## src/rtl/multiplier_pkg.sv

```systemverilog
// Shared types and constants for the 8x8 signed shift-add multiplier.
// Holds the control FSM encoding and small state-decode helpers.
package multiplier_pkg;

    localparam int WIDTH = 8;

    typedef enum logic [4:0] {
        IDLE,
        START,
        ADD0,
        SHIFT0,
        ADD1,
        SHIFT1,
        ADD2,
        SHIFT2,
        ADD3,
        SHIFT3,
        ADD4,
        SHIFT4,
        ADD5,
        SHIFT5,
        ADD6,
        SHIFT6,
        ADD7,
        SHIFT7,
        DONE
    } state_t;

    // Partial-product accumulate steps for the non-sign multiplier bits.
    function automatic logic is_add(state_t s);
        return s inside {ADD0, ADD1, ADD2, ADD3, ADD4, ADD5, ADD6};
    endfunction

    // The sign bit of B carries negative weight, so its step subtracts.
    function automatic logic is_sub(state_t s);
        return s == ADD7;
    endfunction

    function automatic logic is_shift(state_t s);
        return s inside {SHIFT0, SHIFT1, SHIFT2, SHIFT3,
                         SHIFT4, SHIFT5, SHIFT6, SHIFT7};
    endfunction

endpackage

```

## src/rtl/hex_driver.sv

```systemverilog
// Nibble to active-low 7-segment code.
// Bit order is g..a in [6:0]; a 0 lights the segment.
module hex_driver (
    input  logic [3:0] i_nibble,
    output logic [6:0] o_seg
);

    always_comb begin
        o_seg = 7'b1111111;
        unique case (i_nibble)
            4'h0: o_seg = 7'b1000000;
            4'h1: o_seg = 7'b1111001;
            4'h2: o_seg = 7'b0100100;
            4'h3: o_seg = 7'b0110000;
            4'h4: o_seg = 7'b0011001;
            4'h5: o_seg = 7'b0010010;
            4'h6: o_seg = 7'b0000010;
            4'h7: o_seg = 7'b1111000;
            4'h8: o_seg = 7'b0000000;
            4'h9: o_seg = 7'b0010000;
            4'hA: o_seg = 7'b0001000;
            4'hB: o_seg = 7'b0000011;
            4'hC: o_seg = 7'b1000110;
            4'hD: o_seg = 7'b0100001;
            4'hE: o_seg = 7'b0000110;
            4'hF: o_seg = 7'b0001110;
            default: o_seg = 7'b1111111;
        endcase
    end

endmodule

```

## src/rtl/multiplier.sv

```systemverilog
// Signed 8x8 sequential multiplier: X:A:B shift-add datapath,
// control FSM and four 7-segment displays for A and B.
module multiplier
    import multiplier_pkg::*;
(
    input  logic             Clk,
    input  logic             Reset,
    input  logic             Run,
    input  logic             ClearA_LoadB,
    input  logic [WIDTH-1:0] S,
    output logic [WIDTH-1:0] Aval,
    output logic [WIDTH-1:0] Bval,
    output logic             X,
    output logic [6:0]       AhexU,
    output logic [6:0]       AhexL,
    output logic [6:0]       BhexU,
    output logic [6:0]       BhexL
);

    state_t           r_state;
    state_t           w_state_n;
    logic [WIDTH-1:0] r_a;
    logic [WIDTH-1:0] r_b;
    logic             r_x;
    logic [WIDTH-1:0] w_a_n;
    logic [WIDTH-1:0] w_b_n;
    logic             w_x_n;

    logic             w_load;
    logic             w_clear;
    logic             w_accum;
    logic             w_sub;
    logic             w_shift;
    logic [WIDTH:0]   w_addend;
    logic [WIDTH:0]   w_sum;

    assign w_load  = (r_state == IDLE) && Run && !ClearA_LoadB;
    assign w_clear = (r_state == START);
    assign w_sub   = is_sub(r_state);
    assign w_accum = (is_add(r_state) || w_sub) && r_b[0];
    assign w_shift = is_shift(r_state);

    // 9-bit add/subtract on sign-extended operands; subtract is ~S + 1.
    assign w_addend = w_sub ? ~{S[WIDTH-1], S} : {S[WIDTH-1], S};
    assign w_sum    = {r_a[WIDTH-1], r_a} + w_addend
                    + {{WIDTH{1'b0}}, w_sub};

    always_comb begin
        w_state_n = r_state;
        unique case (r_state)
            IDLE:    if (!Run) w_state_n = START;
            START:   w_state_n = ADD0;
            ADD0:    w_state_n = SHIFT0;
            SHIFT0:  w_state_n = ADD1;
            ADD1:    w_state_n = SHIFT1;
            SHIFT1:  w_state_n = ADD2;
            ADD2:    w_state_n = SHIFT2;
            SHIFT2:  w_state_n = ADD3;
            ADD3:    w_state_n = SHIFT3;
            SHIFT3:  w_state_n = ADD4;
            ADD4:    w_state_n = SHIFT4;
            SHIFT4:  w_state_n = ADD5;
            ADD5:    w_state_n = SHIFT5;
            SHIFT5:  w_state_n = ADD6;
            ADD6:    w_state_n = SHIFT6;
            SHIFT6:  w_state_n = ADD7;
            ADD7:    w_state_n = SHIFT7;
            SHIFT7:  w_state_n = DONE;
            DONE:    if (Run) w_state_n = IDLE;
            default: w_state_n = IDLE;
        endcase
    end

    always_comb begin
        w_a_n = r_a;
        w_b_n = r_b;
        w_x_n = r_x;
        unique case (1'b1)
            w_load: begin
                w_a_n = '0;
                w_x_n = 1'b0;
                w_b_n = S;
            end
            w_clear: begin
                w_a_n = '0;
                w_x_n = 1'b0;
            end
            w_accum: begin
                {w_x_n, w_a_n} = w_sum;
            end
            w_shift: begin
                w_a_n = {r_x, r_a[WIDTH-1:1]};
                w_b_n = {r_a[0], r_b[WIDTH-1:1]};
            end
            default: ;
        endcase
    end

    always_ff @(posedge Clk or negedge Reset) begin
        if (!Reset) begin
            r_state <= IDLE;
            r_a     <= '0;
            r_b     <= '0;
            r_x     <= 1'b0;
        end else begin
            r_state <= w_state_n;
            r_a     <= w_a_n;
            r_b     <= w_b_n;
            r_x     <= w_x_n;
        end
    end

    assign Aval = r_a;
    assign Bval = r_b;
    assign X    = r_x;

    hex_driver u_hex_au (.i_nibble(r_a[7:4]), .o_seg(AhexU));
    hex_driver u_hex_al (.i_nibble(r_a[3:0]), .o_seg(AhexL));
    hex_driver u_hex_bu (.i_nibble(r_b[7:4]), .o_seg(BhexU));
    hex_driver u_hex_bl (.i_nibble(r_b[3:0]), .o_seg(BhexL));

endmodule

```

## config.mk

```make
export PLATFORM = sky130hd
export DESIGN_NAME = multiplier
export DESIGN_NICKNAME = d
export VERILOG_FILES = /design/src/rtl/multiplier_pkg.sv /design/src/rtl/hex_driver.sv /design/src/rtl/multiplier.sv
export SDC_FILE = /design/constraint.sdc
export NUM_CORES = 1
export LEC_CHECK = 0
export ABC_AREA = 1
export CORE_MARGIN = 2
export CORE_UTILIZATION = 53
export CTS_BUF_LIST = sky130_fd_sc_hd__clkbuf_8
export DETAILED_ROUTE_END_ITERATION = 6
export PLACE_DENSITY_LB_ADDON = 0.1
export SETUP_SLACK_MARGIN = 0.5
export SLEW_MARGIN = 20
export SYNTH_ARGS = -nofsm -noshare
export SYNTH_HDL_FRONTEND = slang
export SYNTH_SLANG_ARGS = --single-unit
```

## constraint.sdc

```tcl
create_clock -name Clk -period 2.7 [get_ports Clk]
set_clock_uncertainty 0.15 [all_clocks]
set_input_delay 0.54 -clock Clk [delete_from_list [all_inputs] [get_ports Clk]]
set_output_delay 0.54 -clock Clk [all_outputs]
set_load 0.01 [all_outputs]
```

Word-level counts from Yosys, hierarchy flattened. Memory sizes are Yosys's and may differ from the RTL's. Index checks and enable logic that the tools add are counted.

Add/subtract/negate cells: 2. Multiply operators: 0. Divide/modulo/power cells: 0. Order comparisons: 0. Eq/ne operators: 20. Shift-type cells: 0. Multiplexer cells: 7. Bitwise operators: 1. Reduce and logical (&&, ||, !) cells: 13.

Operator list (number): $pmux 5 s19 (1); $eq 5x4->1 const B (8); $pmux 8 s3 (1); $eq 5x3->1 const B (4); $pmux 8 s2 (1); $eq 5x5->1 const B (3); $eq 5x2->1 const B (2); $mux 5 (2); $add 9x1->9 (1); $add 9x9->9 (1); $mux 9 (1); $not 9->9 (1); $reduce_bool 8->1 (1); $reduce_bool 7->1 (1); $eq 5x1->1 const B (1); $logic_not 5->1 (1); $ne 2x2->1 const B (2); $reduce_bool 2->1 (2); $logic_and 1x1->1 (3); $reduce_bool 3->1 (1); $pmux 1 s2 (1); $reduce_and 2->1 (1); $reduce_or 2->1 (1); $logic_not 1->1 (1); $logic_or 1x1->1 (1).

Register bits after elaboration: 22. Latch bits: 0. Memory bits (writable): 0. Bits in read-only memories: 448. Bits of input ports: 12. Memories: 4.

Memory list: (name not given) (words 16, bits a word 7, rd ports 1, clocked after memory_dff 0, wr ports 0, line hex_driver.sv:10) `unique case (i_nibble)`; (name not given) (words 16, bits a word 7, rd ports 1, clocked after memory_dff 0, wr ports 0, line hex_driver.sv:10); (name not given) (words 16, bits a word 7, rd ports 1, clocked after memory_dff 0, wr ports 0, line hex_driver.sv:10); (name not given) (words 16, bits a word 7, rd ports 1, clocked after memory_dff 0, wr ports 0, line hex_driver.sv:10).

Longest topological paths before layout.
Depth after elaboration: 5. Depth in mapped cells: 16. Gate-level depth less buffers: 15.

By module. A second synthesis with hierarchy kept.

Cells, all modules: 432. Area total of the unflattened synthesis: 2805.2 um2.

By module, submodules not included: multiplier (times used 1, cells each 236, area an instance 1709.1 um2, seq. area each 550.5 um2); hex_driver (times used 4, cells each 49, area an instance 274.0 um2, seq. area each 0.0 um2).

Worst setup path before layout. No wires, ideal clock.

Kind: register to register. Start point: register r_state[3]. End point: register r_x (netlist: X). Arrival: 1.978 ns. Slack: 0.455 ns. Cell stages (with the launch flop): 16. Path buffers: 1. Cell sequence: dfrtp_1 > nor2_2 > nand3_2 > buf_6 > xor2_1 > fa_1 > inv_1 > nand3_1 > nand2_1 > nand3_1 > nand2_1 > nand2_1 > nand3_1 > nand2_1 > nand2_1 > nand2_1.

Cells in the longest elaborated chain, start to end: 5.

Ends and longest elaborated chain: start: declaration (line multiplier.sv:20) `state_t r_state;`; start signal: assignment (line multiplier.sv:106) `r_state <= w_state_n;`; $eq 5x5->1, or another cell as far along (line multiplier_pkg.sv:36) `return s == ADD7;`; $mux 9, or another cell as far along (line multiplier.sv:44) `assign w_addend = w_sub ? ~{S[WIDTH-1], S} : {S[WIDTH-1], S};`; $add 9x9->9, or another cell as far along (line multiplier.sv:45) `assign w_sum = {r_a[WIDTH-1], r_a} + w_addend`; $add 9x1->9, or another cell as far along (line multiplier.sv:46) `+ {{WIDTH{1'b0}}, w_sub};`; $pmux 1 s2 / $reduce_bool 2->1 (equally long branches); end signal: assignment (line multiplier.sv:109) `r_x <= w_x_n;`; end: declaration (line multiplier.sv:24) `logic r_x;`.

Parallel ways exist; a longest one is shown, timed or not. A chain may end at the register's enable or synchronous reset.

Worst setup path after layout.
Start point: register r_state[1]. End point: register r_a[7] (netlist: Aval[7]).

Cells in the longest elaborated chain, start to end: 5.

Ends and longest elaborated chain: $eq 5x5->1, or another cell as far along (line multiplier_pkg.sv:36); $mux 9, or another cell as far along (line multiplier.sv:44); $add 9x9->9, or another cell as far along (line multiplier.sv:45); $add 9x1->9, or another cell as far along (line multiplier.sv:46); $pmux 8 s3 / $reduce_bool 3->1 (equally long branches); end signal: assignment (line multiplier.sv:107) `r_a <= w_a_n;`; end: declaration (line multiplier.sv:22) `logic [WIDTH-1:0] r_a;`.

Parallel ways exist; a longest one is shown, timed or not.

==> reports/results.tsv <==
stage	metric	value	unit
layout	final layout net count	528	
die	CORE AREA	4723	µm²
sta	Hold Vio Cnt, Final	0	
pwr	Switching Share	0.5170	
pwr	Power Density	1125	nW/µm²
critical_path	CP Class	reg2reg	
sta	worst slew pin tran	0.5075	ns
routing	DRC Markers	14	
sta	min cycle time layout	2.357	ns
logic_synthesis	Post-Syn Area per Cell	6.872	µm²
logic_synthesis	Post-synth EDFFs	0	
logic_synthesis	Syn Inst Count	376	
place	hpwl dp	4831	µm
die	IO Pins	57	
sta	RSZ-0062 raised after global routing	yes	
place	# port buffers	56	
logic_synthesis	top-count cell post-synth	nand2_1	
sta	relative slew slack	0.6581	
routing	Post-DRT Antenna Nets	0	
place	final RePlAce weighted congestion	0.8773	
logic_synthesis	YS warnings	0	
worst_hold_path	Hold Path Class	in2async	
pwr	Gate power share	0.769	
pwr	Switch Pwr	2.315	mW
sta	final setup TNS	0	ns
run_status	status	complete, but fails checks	
global_routing	GRT Residual Overflow	0	
logic_synthesis	syn_nets	421	
critical_path	worst reg2reg startpoint	r_state[1]	
pwr	peak supply drop	841.5	µV
die	FP Rows	25	
global_routing	first-pass GRT wire length	11700	µm
die	Die X-Extent	73.82	µm
pwr	clock share of power	0.074	
logic_synthesis	cell taking the most area after synthesis	dfrtp_1	
critical_path	WP data required	2.72	ns
routing	mean number of vias per cell	5.765	
logic_synthesis	synth unique cells	38	
routing	DRT iter0 DRCs	248	
sta	Final period util	0.8729	
cts	TritonCTS Buffers	3	
layout	synth-to-layout area growth	54.09	%
sta	Final setup viols	0	
global_routing	initial antenna violation count	0	
global_routing	Tot GR Track Use	0.2713	
logic_synthesis	#FFs+latches synth	22	
place	Post-DP Area	3279	µm²
critical_path	Worst Setup Start Kind	flip-flop	
cts	root buffer cell	clkbuf_8	
die	total die area	5449	µm²
logic_synthesis	top cells by area, synth	dfrtp_1, ha_1, nand2_1, nand3_1, inv_1	
layout	layout cells sized above 1	0.4170	
routing	average wire per standard cell	16.73	µm
logic_synthesis	most common library cells after synthesis	nand2_1, inv_1, nand3_1	
cts	CTS Buffer Depth	2	
pwr	Cell Int Power	2.162	mW
run_status	failing checks	design-rule violations	
sta	Pins Over Slew Limit	0	
sta	Max Freq	424.3	MHz
cts	CTS tree	yes	
cts	worst skew pair latency	0.28	ns
logic_synthesis	asr flop ratio synth	1.000	
layout	fill cell count	278	
routing	Post-Route WL	9185	µm
critical_path	worst flop-to-flop path endpoint	Aval[7]	
pwr	Reg power frac	0.156	
layout	ant diodes	0	
pwr	Pleak	1.975	nW
logic_synthesis	Yosys top cell area share	0.2131	
cts	maximum level of the CTS H-tree	1	
pwr	total power draw	4.477	mW
cts	CTS Sinks	22	
run	Max-cap violations	0	
cts	CTS clk-pin slew, worst paths	0.10	ns
critical_path	Max FO, Critical Path	5	
critical_path	crit path DAT	2.38	ns
die	Starting Density	0.5470	
global_routing	vias in the first global route	2645	
global_routing	largest net degree at the start of global routing	23	
die	die height	73.82	µm
critical_path	R2R cell count	11	
routing	routed via count	3165	
logic_synthesis	Cell Area, Synth	2584	µm²
logic_synthesis	Synth Flop Type	dfrtp_1	
routing	router iterations before antenna repair	7	
critical_path	CP Capture Type	flip-flop	
critical_path	r2r setup slk	0.34	ns
logic_synthesis	Seq/Total Area, Yosys	0.2131	
layout	final instance area	3981	µm²
## what timing repair did
action | CTS | global route
cloned | 1 | 0
gates resized for setup | 136 | 101
hold endpoints to repair | 0 | 0
buffers inserted | 19 | 24
pin swaps | 20 | 26
endpoints found under the setup margin | 38 | 32
hold buffers | 0 | 0
## worst max path at each step
stage,startpoint,end,slack [ns],depth (start not counted)
after CTS,Aval[5],AhexU[6],0.33,7
after global routing,r_state[1],X,0.24,15
after floorplan,r_state[2],X,0.53,15
final,r_state[1],Aval[7],0.34,11
after detailed placement,S[0],X,0.10,15
after global placement,S[0],X,0.15,15
## routing by layer
layer | track usage | vias up | part of all wire
met3 | 0.04252 | 71 | 0.073
li1 | - | 1445 | -
met2 | 0.4831 | 194 | 0.48
met4 | 0.05859 | 0 | 0.054
met5 | 0 | - | 0
met1 | 0.3432 | 1455 | 0.39
## layout make-up
type | instances | area (µm²) | share of cell area
inverters | 51 | 193.9 | 0.04871
well taps | 67 | 83.83 | 0.02106
repair buffers | 111 | 899.6 | 0.2260
flip-flops and latches | 22 | 565.5 | 0.1420
multi-input cells | 294 | 2167 | 0.5443
clock inverters | 1 | 30.03 | 0.007542
clock buffers | 3 | 41.29 | 0.01037
## sequential cells by signal (all words and copies together) (netlist names)
name     flops
Aval         8
X            1
r_state      5
Bval         8
## logic make-up (layout without fill, tap and decap cells)
| kind of cell | after synthesis | count (layout) | share of synthesized area |
|---|---|---|---|
| compound gates | 73 | 73 | 0.1695 |
| xor+xnor | 7 | 7 | 0.02373 |
| fa+ha+maj | 33 | 33 | 0.1627 |
| buf+inv | 61 | 166 | 0.09734 |
| flops | 22 | 22 | 0.2131 |
| simple gates | 180 | 181 | 0.3337 |
## power by group through the flow
stage	logic (mW)	registers (mW)	clock network, mW
global placement	2.68	0.663	0
CTS	2.84	0.686	0.329
detailed placement	2.73	0.670	0
floorplan	1.68	0.660	0
global route	3.72	0.712	0.345
finish	3.44	0.699	0.333
## critical path, cell delays in order, from the launching register on
cell,delay (ns)
dfrtp_2,0.46
nor2_4,0.14
nand3_4,0.18
xnor2_1,0.26
ha_1,0.34
a21o_1,0.21
inv_1,0.05
nand2_1,0.07
nand2_1,0.09
nand3_1,0.12
nand3_1,0.11
nand2_1,0.07
## layout by cell type, fill, tap and decap left out, types with 3 or more instances in the layout
| master | count |
|---|---|
| nand2_1 | 89 |
| buf_4 | 39 |
| inv_1 | 33 |
| nand3_1 | 32 |
| clkdlybuf4s50_1 | 26 |
| buf_2 | 21 |
| inv_2 | 17 |
| nor2_1 | 17 |
| a21oi_1 | 16 |
| buf_6 | 16 |
| a21oi_2 | 14 |
| ha_1 | 13 |
| dfrtp_2 | 12 |
| nand2_2 | 12 |
| o21ai_1 | 12 |
| ha_4 | 12 |
| dfrtp_1 | 10 |
| nor2_4 | 8 |
| o21ai_0 | 7 |
| ha_2 | 7 |
| clkbuf_2 | 6 |
| nand3_4 | 5 |
| o21ai_2 | 5 |
| a22oi_1 | 5 |
| nand3_2 | 4 |
| o31ai_1 | 4 |
| nor2_2 | 4 |
| xnor2_1 | 3 |
| a22oi_2 | 3 |
| clkbuf_8 | 3 |
## stage by stage
step           utilization  instances  worst slack, ns  hold slack, ns
2_1_floorplan            -        376           0.5266         0.09441
5_1_grt             0.8429        549           0.2357          0.4797
3_3_place_gp        0.6943        501           0.1496          0.3771
6_report            0.8429        549           0.3432          0.4701
4_1_cts             0.7600        525           0.3301          0.4190
3_5_place_dp        0.6943        501           0.1001          0.3854
Note: power is estimated with default switching activity, not from simulation.
